## src/rtl/mips_pkg.sv

```systemverilog
// Shared MIPS definitions: opcode/func constants, field ranges, fetch FSM states.
// Latency: n/a (package).
// Backpressure: n/a (package).
package mips_pkg;

    // Default fetch address after reset (word-aligned).
    localparam logic [31:0] RESET_PC_DEFAULT = 32'h0000_3000;

    // Instruction field bit ranges.
    localparam int OP_MSB       = 31;
    localparam int OP_LSB       = 26;
    localparam int FUNC_MSB     = 5;
    localparam int FUNC_LSB     = 0;
    localparam int IMM16_MSB    = 15;
    localparam int IMM16_LSB    = 0;
    localparam int TARGET26_MSB = 25;
    localparam int TARGET26_LSB = 0;

    // Primary opcodes, shared with the control decoder.
    localparam logic [5:0] OP_RTYPE = 6'h00;
    localparam logic [5:0] OP_J     = 6'h02;
    localparam logic [5:0] OP_JAL   = 6'h03;
    localparam logic [5:0] OP_BEQ   = 6'h04;
    localparam logic [5:0] OP_BNE   = 6'h05;
    localparam logic [5:0] OP_ADDI  = 6'h08;
    localparam logic [5:0] OP_ORI   = 6'h0D;
    localparam logic [5:0] OP_LUI   = 6'h0F;
    localparam logic [5:0] OP_LW    = 6'h23;
    localparam logic [5:0] OP_SW    = 6'h2B;

    // R-type function codes.
    localparam logic [5:0] FUNC_SLL  = 6'h00;
    localparam logic [5:0] FUNC_JR   = 6'h08;
    localparam logic [5:0] FUNC_ADDU = 6'h21;
    localparam logic [5:0] FUNC_SUBU = 6'h23;
    localparam logic [5:0] FUNC_AND  = 6'h24;
    localparam logic [5:0] FUNC_OR   = 6'h25;
    localparam logic [5:0] FUNC_SLT  = 6'h2A;

    // Fetch stage states: waiting on memory, or holding an instruction.
    typedef enum logic {
        ST_FETCH = 1'b0,
        ST_EXEC  = 1'b1
    } if_state_e;

    function automatic logic [5:0] get_op(input logic [31:0] instr);
        return instr[OP_MSB:OP_LSB];
    endfunction

    function automatic logic [5:0] get_func(input logic [31:0] instr);
        return instr[FUNC_MSB:FUNC_LSB];
    endfunction

    function automatic logic [15:0] get_imm16(input logic [31:0] instr);
        return instr[IMM16_MSB:IMM16_LSB];
    endfunction

    function automatic logic [25:0] get_target26(input logic [31:0] instr);
        return instr[TARGET26_MSB:TARGET26_LSB];
    endfunction

endpackage

```

## src/rtl/ifetch_if.sv

```systemverilog
// Instruction-memory fetch bus: request/address out, ack/read-data back.
// Latency: n/a (interface); data is valid in the cycle ack is high.
// Backpressure: requester holds req and addr stable until ack.
interface ifetch_if;
    logic        imem_req;
    logic [31:0] imem_addr;
    logic        imem_ack;
    logic [31:0] imem_rdata;

    // Fetch stage side.
    modport master (
        output imem_req,
        output imem_addr,
        input  imem_ack,
        input  imem_rdata
    );

    // Instruction memory side.
    modport slave (
        input  imem_req,
        input  imem_addr,
        output imem_ack,
        output imem_rdata
    );
endinterface

```

## src/rtl/ifetch_npc_gen.sv

```systemverilog
// Combinational next-PC: jump target, taken branch, or sequential pc+4.
// Latency: 0 cycles (pure combinational).
// Backpressure: none; result consumed only when the instruction retires.
module npc_gen
    import mips_pkg::*;
(
    input  logic [31:0] pc,
    input  logic [25:0] target26,
    input  logic [15:0] imm16,
    input  logic        branch,
    input  logic        jump,
    input  logic        zero,
    output logic [31:0] npc
);

    logic [31:0] pc4;
    logic [31:0] br_off;
    logic [31:0] br_tgt;
    logic [31:0] jmp_tgt;

    // Candidate targets; all arithmetic wraps modulo 2^32.
    always_comb begin
        pc4     = pc + 32'd4;
        br_off  = {{14{imm16[15]}}, imm16, 2'b00};
        br_tgt  = pc4 + br_off;
        jmp_tgt = {pc4[31:28], target26, 2'b00};
    end

    // Jump wins over a taken branch.
    always_comb begin
        npc = pc4;
        if (jump) begin
            npc = jmp_tgt;
        end else if (branch && zero) begin
            npc = br_tgt;
        end
    end

endmodule

```

## src/rtl/ifetch.sv

```systemverilog
// Fetch stage: holds PC, fetches one word per instruction, computes next PC on retire.
// Latency: ack at N -> instr_valid at N+1; instr_done at M -> new fetch at M+1 (2-cycle minimum).
// Backpressure: stalls in FETCH until imem_ack, holds instr in EXEC until instr_done. Optional counters: IFETCH_PERF_EN.
module ifetch
    import mips_pkg::*;
#(
    parameter logic [31:0] RESET_PC = RESET_PC_DEFAULT
) (
    input  logic        clk,
    input  logic        rst_n,
    ifetch_if.master    imem,
    output logic [31:0] instr,
    output logic [5:0]  op,
    output logic [5:0]  func,
    output logic [31:0] pc,
    output logic        instr_valid,
    input  logic        instr_done,
    input  logic        branch,
    input  logic        jump,
    input  logic        zero,
    output logic [31:0] perf_retired,
    output logic [31:0] perf_stall
);

    if_state_e   state_q, state_d;
    logic [31:0] pc_q, pc_d;
    logic [31:0] instr_q, instr_d;
    logic [31:0] npc;

    npc_gen u_npc_gen (
        .pc       (pc_q),
        .target26 (get_target26(instr_q)),
        .imm16    (get_imm16(instr_q)),
        .branch   (branch),
        .jump     (jump),
        .zero     (zero),
        .npc      (npc)
    );

    // Next-state: capture the word on ack, advance the PC on retire.
    always_comb begin
        state_d = state_q;
        pc_d    = pc_q;
        instr_d = instr_q;
        case (state_q)
            ST_FETCH: begin
                if (imem.imem_ack) begin
                    instr_d = imem.imem_rdata;
                    state_d = ST_EXEC;
                end
            end
            ST_EXEC: begin
                if (instr_done) begin
                    pc_d    = npc;
                    state_d = ST_FETCH;
                end
            end
            default: begin
                state_d = ST_FETCH;
            end
        endcase
    end

    // State registers; reset abandons any outstanding fetch.
    always_ff @(posedge clk) begin
        if (!rst_n) begin
            state_q <= ST_FETCH;
            pc_q    <= RESET_PC;
            instr_q <= '0;
        end else begin
            state_q <= state_d;
            pc_q    <= pc_d;
            instr_q <= instr_d;
        end
    end

    // Outputs are straight copies of registers or decodes of the state.
    assign imem.imem_req  = (state_q == ST_FETCH);
    assign imem.imem_addr = pc_q;
    assign instr_valid    = (state_q == ST_EXEC);
    assign instr          = instr_q;
    assign op             = get_op(instr_q);
    assign func           = get_func(instr_q);
    assign pc             = pc_q;

`ifdef IFETCH_PERF_EN
    logic [31:0] retired_q, retired_d;
    logic [31:0] stall_q, stall_d;

    // Count retirements and fetch cycles still waiting on memory.
    always_comb begin
        retired_d = retired_q;
        stall_d   = stall_q;
        if (state_q == ST_EXEC && instr_done) begin
            retired_d = retired_q + 32'd1;
        end
        if (state_q == ST_FETCH && !imem.imem_ack) begin
            stall_d = stall_q + 32'd1;
        end
    end

    // Counter registers, cleared by reset, wrapping naturally.
    always_ff @(posedge clk) begin
        if (!rst_n) begin
            retired_q <= '0;
            stall_q   <= '0;
        end else begin
            retired_q <= retired_d;
            stall_q   <= stall_d;
        end
    end

    assign perf_retired = retired_q;
    assign perf_stall   = stall_q;
`else
    assign perf_retired = '0;
    assign perf_stall   = '0;
`endif

endmodule

```

## src/flat_wrapper.sv

```systemverilog
// flat-port wrapper written by rule: the top's interface ports become plain ports
module ifetch_flat import mips_pkg::*;
#(
    parameter logic [31:0] RESET_PC = RESET_PC_DEFAULT
)
  (clk, rst_n, instr, op, func, pc, instr_valid, instr_done, branch, jump, zero, perf_retired, perf_stall, imem_imem_req, imem_imem_addr, imem_imem_ack, imem_imem_rdata);
  ifetch_if imem_i ();
  input  logic clk;
  input  logic rst_n;
  output logic [31:0] instr;
  output logic [5:0] op;
  output logic [5:0] func;
  output logic [31:0] pc;
  output logic instr_valid;
  input  logic instr_done;
  input  logic branch;
  input  logic jump;
  input  logic zero;
  output logic [31:0] perf_retired;
  output logic [31:0] perf_stall;
  output wire logic [$bits(imem_i.imem_req)-1:0] imem_imem_req;
  output wire logic [$bits(imem_i.imem_addr)-1:0] imem_imem_addr;
  input wire logic [$bits(imem_i.imem_ack)-1:0] imem_imem_ack;
  input wire logic [$bits(imem_i.imem_rdata)-1:0] imem_imem_rdata;
  assign imem_imem_req = imem_i.imem_req;
  assign imem_imem_addr = imem_i.imem_addr;
  assign imem_i.imem_ack = imem_imem_ack;
  assign imem_i.imem_rdata = imem_imem_rdata;
  ifetch #(.RESET_PC(RESET_PC)) u_core (.clk(clk), .rst_n(rst_n), .imem(imem_i), .instr(instr), .op(op), .func(func), .pc(pc), .instr_valid(instr_valid), .instr_done(instr_done), .branch(branch), .jump(jump), .zero(zero), .perf_retired(perf_retired), .perf_stall(perf_stall));
endmodule
```

## config.mk

```make
export PLATFORM = sky130hd
export DESIGN_NAME = ifetch_flat
export DESIGN_NICKNAME = d
export VERILOG_FILES = /design/src/rtl/mips_pkg.sv /design/src/rtl/ifetch_if.sv /design/src/rtl/ifetch_npc_gen.sv /design/src/rtl/ifetch.sv /design/src/flat_wrapper.sv
export SDC_FILE = /design/constraint.sdc
export NUM_CORES = 1
export LEC_CHECK = 0
export BUFFER_PORTS_ARGS = -buffer_cell sky130_fd_sc_hd__clkbuf_2
export CAP_MARGIN = 20
export CORE_AREA = 3 3 144 146
export CTS_BUF_LIST = sky130_fd_sc_hd__clkbuf_16
export CTS_CLUSTER_DIAMETER = 100
export DETAILED_ROUTE_END_ITERATION = 8
export DIE_AREA = 0 0 147 149
export PLACE_DENSITY = 0.53
export SYNTH_ARGS = -nofsm -noshare
export SYNTH_HDL_FRONTEND = slang
export SYNTH_SLANG_ARGS = --single-unit
```

## constraint.sdc

```tcl
create_clock -name clk -period 3.42 [get_ports clk]
set_input_delay 0.342 -clock clk [delete_from_list [all_inputs] [get_ports clk]]
set_output_delay 0.342 -clock clk [all_outputs]
set_load 0.01 [all_outputs]
```

==> results.json <==
{
  "cp_max_fo": 5,
  "core_area_um2": 19500,
  "tritoncts": "yes",
  "grt_pass1_wl_um": 29300,
  "ir_drop_mv": 0.249,
  "regArea_um2": 1270,
  "hpwlAfterDp_um": 14700,
  "path_class": "register to register",
  "htree_levels": 3,
  "finalNetCount": 1053,
  "ios": 213,
  "synth_commonest_cells": "130 x nand2_1, 110 x buf_4, 82 x a21oi_1",
  "numPortBuffers": 144,
  "rows": 51,
  "tightestPinTransition_ns": 0.779,
  "startpoint_type": "register",
  "synthArstFlopShare_pct": 0,
  "drtIter0Drc": 328,
  "crit_top_cell": "mux2i_1",
  "antenna_found_initial": 0,
  "fin_ws_ns": -0.0363,
  "die_h_um": 149,
  "synth_top_area_share_pct": 21.6,
  "yosys_most_used_dff": "dfxtp_1",
  "seqPwrFrac_pct": 33.2,
  "grt_max_degree": 34,
  "yosysWarnings": 0,
  "rsz0062_at_grt": "true",
  "grt_pass1_vias": 5548,
  "drv_cap": 0,
  "finalClockSkew_ns": 0.0111,
  "multi_input_area_um2": 4050,
  "start_util_pct": 29.8,
  "critPathTopFamily": "simple AND/OR/NAND/NOR gates",
  "hold_viol_final": 0,
  "drc_errors": 0,
  "synthTopCellsByArea": "dfxtp_1 22%, buf_4 14%, nand2_1 8.4%",
  "clk-insertion-delay-late_ns": 0.35,
  "status": "finished with violations",
  "leakagePower_nw": 3.71,
  "synth_cell_types": 70,
  "fin_crit_sh_pct": 101,
  "violations": "negative setup slack",
  "antenna_left": 0,
  "path_clk_slew_ns": 0.06,
  "place_ws_ns": -0.212,
  "yosys.area.top_type": "dfxtp_1",
  "switching_power_mw": 0.731,
  "hold_path_class": "input pin to register",
  "crit_slowest_cell": "ha_1",
  "areaGrowthSynthToFinish_pct": 31.5,
  "drive_gt1_share_pct": 36.1,
  "p_int_mw": 1.70,
  "worstPathBufferInverterCount": 1,
  "yosysSeqAreaShare_pct": 21.6,
  "crit_chain": "and4_4 -> and3_4 -> nand4_1 -> buf_4 -> xnor2_2 -> ha_1 -> nand3_1 -> or2_4 -> a2111oi_4 -> nor2_2 -> o311ai_4 -> a21oi_2 -> nor3_4 -> mux2i_1 -> mux2i_1",
  "synth-edff-count": 0,
  "endpoint_kind": "register",
  "synth.most_common_cell": "nand2_1",
  "hold_ws_ns": 0.215,
  "p_clk_share_pct": 43.7,
  "crit_required_ns": 3.70,
  "cts_buffers": 9,
  "setup_viol": 2,
  "die-area_um2": 21900,
  "cts.sinks": 63,
  "die_w_um": 147,
  "ys_ff_latch": 63,
  "routed_wl_um": 19400,
  "cts_hold_buffers": 0,
  "firstDrtPassIters": 5,
  "slew_viol_final": 0,
  "clock_path_buffers": 2,
  "avgViaCountPerCell": 4.77,
  "slew-limit-headroom_pct": 47.9,
  "cts-root-buf": "clkbuf_16",
  "comb_power_share_pct": 23.2,
  "grtUsageTotal_pct": 16.9,
  "cpPeakStageDelay_ns": 0.35,
  "n_antenna_cell": 0,
  "timing.fmax_mhz": 289,
  "synth_area_um2": 5830,
  "wl_per_cell_um": 15.6,
  "crit_arrival_ns": 3.74,
  "vias": 5948,
  "avgSynthCellArea_um2": 7.47,
  "synthCells": 780,
  "p_per_area_nw_per_um2": 318,
  "grt_overflow": 0,
  "period_needed_ns": 3.46,
  "globalplace.congestion": 0.894,
  "p_sw_share_pct": 30.0,
  "nFillCells": 2027
}
[logic make-up after synthesis]
kind of cell	after synthesis	share of synthesized area [%]
and+or+nand+nor	256	20.2
AOI/OAI and AO/OA	207	23.1
buffers and inverters	158	17.9
DFF	63	21.6
xor gates and xnor gates	50	7.52
adders and majority gates	38	8.29
muxes	7	1.25
other	1	0.0644
[area by class of cell]
type	count	area share, %
flip-flops and latches	63	16.6
clock inverters	7	1.47
inverters	12	0.588
multi-input cells	626	52.8
well taps	265	4.33
repair buffers	264	21.3
clock buffers	9	2.94
[flip-flops by register name, summed over array words and instances, names as in the netlist]
register and count:
u_core.instr 32, u_core.imem.imem_addr 30, u_core.instr_valid 1
[placed cells by master, fill, tap and decap left out, types with 13 or more instances in the layout]
cell type and n:
clkbuf_2 144, nand2_1 127, buf_4 119, a21oi_1 76
conb_1 68, dfxtp_1 56, ha_1 37, nor2_1 30
o21ai_0 28, xnor2_1 27, nand3_1 23, xor2_1 17
inv_1 13
[power groups by stage]
stage	clock network (mW)	registers, mW	logic (mW)
6_report	1.06	0.808	0.564
4_1_cts	1.09	0.808	0.547
2_1_floorplan	0	0.841	0.378
5_1_grt	1.11	0.813	0.617
3_3_place_gp	0	0.824	0.536
3_5_place_dp	0	0.823	0.534
[layer usage]
| layer | vias up | GRT usage (%) | part of all wire [%] |
|---|---|---|---|
| met5 | - | 0 | 0 |
| met4 | 0 | 5.92 | 2.4 |
| met3 | 37 | 2.92 | 5.9 |
| met2 | 224 | 27.9 | 47 |
| met1 | 2727 | 22.2 | 45 |
| li1 | 2960 | - | - |
[metrics by stage]
stage          TNS (ns)  util, %  power, mW  instances  cell area [um2]
4_1_cts         -0.0807     37.9       2.44       1238             7400
5_1_grt           -1.02     39.3       2.54       1246             7660
6_report        -0.0594     39.3       2.43       1246             7660
3_5_place_dp     -0.265     35.3       1.36       1207             6900
3_3_place_gp     -0.302     35.3       1.36       1207             6900
2_1_floorplan         0        -       1.22        847             6100
[tightest hold or removal path: stages]
cell and delay, ns:
clkbuf_2 0.08, nand2_1 0.05, a21oi_1 0.05
[worst paths after layout]
check / start / to / slack [ns] / cells after the start
max reg2reg: u_core.imem.imem_addr[6]$_SDFFE_PN0P_ / u_core.imem.imem_addr[31]$_SDFFE_PN0P_ / -0.04 / 15
min: imem_imem_rdata[23] / u_core.instr[23]$_SDFFE_PN0P_ / 0.22 / 3
max: u_core.imem.imem_addr[6]$_SDFFE_PN0P_ / u_core.imem.imem_addr[31]$_SDFFE_PN0P_ / -0.04 / 15
min reg2reg: u_core.instr[31]$_SDFFE_PN0P_ / u_core.instr[31]$_SDFFE_PN0P_ / 0.47 / 2
[timing repair]
action,in CTS,in global routing
resized for setup,14,50
cloned,0,0
setup buffers,15,9
setup endpoints to repair,4,15
pin swaps,16,24
Note: power is estimated with default switching activity, not from simulation.
